--- src/rtl/counter_pkg.sv ---
// Shared definitions for the counter sequence checker: defaults, state
// encoding and the saturating increment used by the statistic counters.
package counter_pkg;

  localparam int unsigned WIDTH_DEF    = 8;
  localparam int unsigned ERR_W_DEF    = 16;
  localparam int unsigned LOCK_RUN_DEF = 2;

  // Run counter is wide enough for the largest legal LOCK_RUN (15).
  localparam int unsigned RUN_W = 4;

  typedef enum logic [1:0] {
    UNLOCKED = 2'd0,
    ACQUIRE  = 2'd1,
    LOCKED   = 2'd2
  } chk_state_t;

  // Increment that sticks at i_max instead of rolling over.
  function automatic logic [31:0] sat_inc(input logic [31:0] i_val,
                                          input logic [31:0] i_max);
    return (i_val >= i_max) ? i_max : i_val + 32'd1;
  endfunction

endpackage

--- src/rtl/sat_counter.sv ---
// Saturating event counter with synchronous clear; clear beats increment.
module sat_counter
  import counter_pkg::*;
#(
  parameter int unsigned ERR_W = ERR_W_DEF
) (
  input  logic             i_clk,
  input  logic             i_rst_n,
  input  logic             i_inc,
  input  logic             i_clr,
  output logic [ERR_W-1:0] o_count
);

  localparam logic [ERR_W-1:0] ALL_ONES = '1;
  localparam logic [31:0]      MAX      = 32'(ALL_ONES);

  logic [ERR_W-1:0] r_count;

  // Count events, hold at all-ones, clear to zero on request.
  always_ff @(posedge i_clk or negedge i_rst_n) begin
    if (!i_rst_n) begin
      r_count <= '0;
    end else if (i_clr) begin
      r_count <= '0;
    end else if (i_inc) begin
      r_count <= ERR_W'(sat_inc(32'(r_count), MAX));
    end
  end

  assign o_count = r_count;

endmodule

--- config.mk ---
export PLATFORM = sky130hd
export DESIGN_NAME = sat_counter
export DESIGN_NICKNAME = d
export VERILOG_FILES = /design/src/rtl/counter_pkg.sv /design/src/rtl/sat_counter.sv
export SDC_FILE = /design/constraint.sdc
export NUM_CORES = 1
export LEC_CHECK = 0
export CAP_MARGIN = 30
export CORE_AREA = 2 2 47 49
export DETAILED_ROUTE_END_ITERATION = 8
export DIE_AREA = 0 0 49 51
export GPL_TIMING_DRIVEN = 0
export PLACE_DENSITY_LB_ADDON = 0.12
export SLEW_MARGIN = 20
export SYNTH_ARGS = -nofsm -noshare
export SYNTH_HDL_FRONTEND = slang
export SYNTH_SLANG_ARGS = --single-unit
--- constraint.sdc ---
create_clock -name i_clk -period 2.2 [get_ports i_clk]
set_input_delay 0.66 -clock i_clk [delete_from_list [all_inputs] [get_ports i_clk]]
set_output_delay 0.66 -clock i_clk [all_outputs]
set_load 0.02 [all_outputs]
==> results.md <==
- Worst hold path class: reg2reg
- CP Data Required Time: 1.54 ns
- Post-Route WL: ~2100 um
- Max Transition Viols Final: 0
- Combinational Power Share: about 7.8%
- GRT Total Usage: about a fifth
- Endpoints failing setup: 0
- Hold path endpoint: o_count[6]$_DFFE_PN0P_
- Synth-to-layout area growth: 28.90%
- Top_reg_cell synth: dfrtp_1
- R2R setup slack: between 0.2 and 0.3 ns
- CP max FO: 8
- Overall power: about 0.55 mW
- CTS resizes: 0
- Routed WL per cell: between 10 and 15 um
- Final worst path period share: between 90% and 100%
- Vias/cell: about 6.0
- Pleak: about 0.48 nW
- Worst Path Buf+Inv: 1
- I/O Pins: 20
- Worst reg2reg path startpoint: o_count[0]$_DFFE_PN0P_
- Hold Worst Slack: 0.5451 ns
- Net Switching: between 0.1 and 0.15 mW
- CP max stage cell: clkdlybuf4s50_1
- Full die area: roughly 0.0025 mm2
- Reg clk slew, reported paths: 0.10 ns
- Worst setup margin: around 0.093 ns
- Die height: around 51 um
- Remaining global-route overflow: 0
- Maximum vdd drop: about 350 uV
- Pwr per Cell Area: around 460 mW/mm2
- Count leader, synth: dfrtp_1
- CP peak stage delay: between 0.6 and 0.7 ns
- Synth warn: 0
- Buffers on Ports: 18
- Status: completed
- FP Rows: 17
- Detail Placement HPWL: around 1500 um
- CTS H-tree lvls: 1
- Hold_sp: o_count[6]$_DFFE_PN0P_
- Final Hold Viols: 0
- CP cell instances: clkdlybuf4s50_1
- Post-synth ARST share: 100.0%
- Dpl ws: between 0.1 and 0.15 ns
- First-pass GRT wire length: around 3700 um
- Crit path kind: reg2out
- Syn Nets: 100
- Clk buf depth: 2
- Seq/Total Area, Yosys: between 40% and 50%
- RSZ-0062 raised after global routing: false
- Worst setup SP type: register
- TritonCTS Buffers: 3
- CTS tree: yes
- Most frequent cells after synthesis: dfrtp_1, a31oi_1, a21oi_1, nor2_1
- Clock Sinks: 16
- Clk root buf: clkbuf_4
- Sequential power share: 55.4%
- Nets: 125
- Sum of negative setup slack: 0 ns
- Initial Util: between 40% and 50%
- Worst-Margin Slew: slightly above 0.7 ns
- Clk_lat worst skew: 0.30 ns
- Antenna violations before repair: 0
- Max Cap Viol: 0
- First-pass DRT Iterations: 4
- Top Family by Delay on Critical Path: buffers and inverters
- Vias in the first global route: a little under 800
- Post-synthesis cell area: roughly 920 um2
- Cell internal pwr: 0.4155 mW
- Via count: slightly below 900
- GPL Wtd Cong: 0.7468
- Post-route antenna net violation count: 0
- Pin count of the biggest net entering global routing: 17
- Most area-hungry cell type in the Yosys netlist: dfrtp_1
- Arr. time, crit path: between 1 and 1.5 ns
- WHS Path Cells: 1
- Sw Share: a little under a quarter
- DR iter-0 viols: 14
- R2R depth: 6
- Final min period: 2.107 ns
- Cells after Synth: between 90 and 100
- Avg Inst Size Synth: 9.707 um2
- Reg-to-Reg End: o_count[9]$_DFFE_PN0P_
- Detailed-route DRC error count: 0
- Top area cells in the synthesized netlist: dfrtp_1, a31oi_1, a211oi_1, o21bai_1, a21oi_1
- Yosys cell types: 33
- Share of cells above drive strength 1: 14.29%
- # diodes: 0
- Clk pwr share: approximately 37%
- Die X: about 50 um
- Slew margin rel.: between 50% and 60%
- Clock Skew: a little over 0.006 ns
- Number of fill cells in the layout: between 150 and 200
- Fmax: 0.4746 GHz
- #FFs+latches synth: 16
- Number of flip-flops in the largest register: 16
- Core region area: 0.002063 mm2
- Crit end category: output port
- Post-synth EDFFs: 0
- Yosys top cell area share: 43.42%
[cell usage in the layout, fill, tap and decap left out, types with 3 or more instances in the layout]
cell type and count:
a211oi_1 5, a21oi_1 6, a31oi_1 8, and3_1 3, and4_1 3, clkbuf_1 3
clkbuf_4 3, clkdlybuf4s50_1 18, dfrtp_1 16, inv_1 3, nand2_1 5, nand3_1 4
nor2_1 6, nor3_1 3, o21bai_1 5
[what timing repair did]
action / 4_1_cts / 5_1_grt
setup endpoints to repair: 0 / 1
hold endpoints to repair: 0 / 0
hold buffers: 0 / 0
buffers inserted: 0 / 2
[cells by family (layout without fill, tap and decap cells)]
family,Yosys count,count (layout),share of synthesized area [%]
fa+ha+maj,1,1,1.357
simple gates,40,40,27.14
buf+inv,7,31,3.663
flops,16,16,43.42
compound gates,31,31,24.42
[cell type report]
cell class	count	area (um2)	share of cell area, %
flip-flops and latches	16	400.4	33.68
clock buffers	4	36.28	3.053
plain buffers	4	22.52	1.895
repair buffers	20	195.2	16.42
multi-input cells	72	488.0	41.05
inverters	3	11.26	0.9474
well taps	28	35.03	2.947
[how the worst max path moves through the flow]
stage                     depth (start not counted)              startpoint                      to  slack [ns]
final                                             1  o_count[4]$_DFFE_PN0P_              o_count[4]        0.09
after CTS                                         1  o_count[4]$_DFFE_PN0P_              o_count[4]        0.09
after floorplan                                   5  o_count[0]$_DFFE_PN0P_  o_count[9]$_DFFE_PN0P_        0.33
after detailed placement                          4                   i_clr  o_count[8]$_DFFE_PN0P_        0.14
after global routing                              1  o_count[4]$_DFFE_PN0P_              o_count[4]        0.02
after global placement                            4                   i_clr  o_count[8]$_DFFE_PN0P_        0.15
[stage by stage]
stage	instances	area [um2]	utilization [%]
2_1_floorplan	95	922.1	-
3_5_place_dp	141	1137	55.12
5_1_grt	147	1189	57.61
4_1_cts	145	1174	56.88
3_3_place_gp	141	1137	55.12
6_report	147	1189	57.61
[power groups by stage]
stage	logic [mW]	registers [mW]	clock network, mW
floorplan	0.0171	0.311	0
global placement	0.0428	0.308	0
detailed placement	0.0434	0.308	0
CTS	0.0434	0.302	0.204
global route	0.0480	0.304	0.220
finish	0.0423	0.302	0.201
[per-layer routing]
layer  share of wire (%)  wire (um)  global-route usage, %
met3                 4.1         88                  2.924
met4                 2.1         46                  11.43
met2                  45        969                  29.00
met1                  49       1044                  26.93
met5                   0          0                      0
No activity file was read; power rests on OpenSTA's default activity.
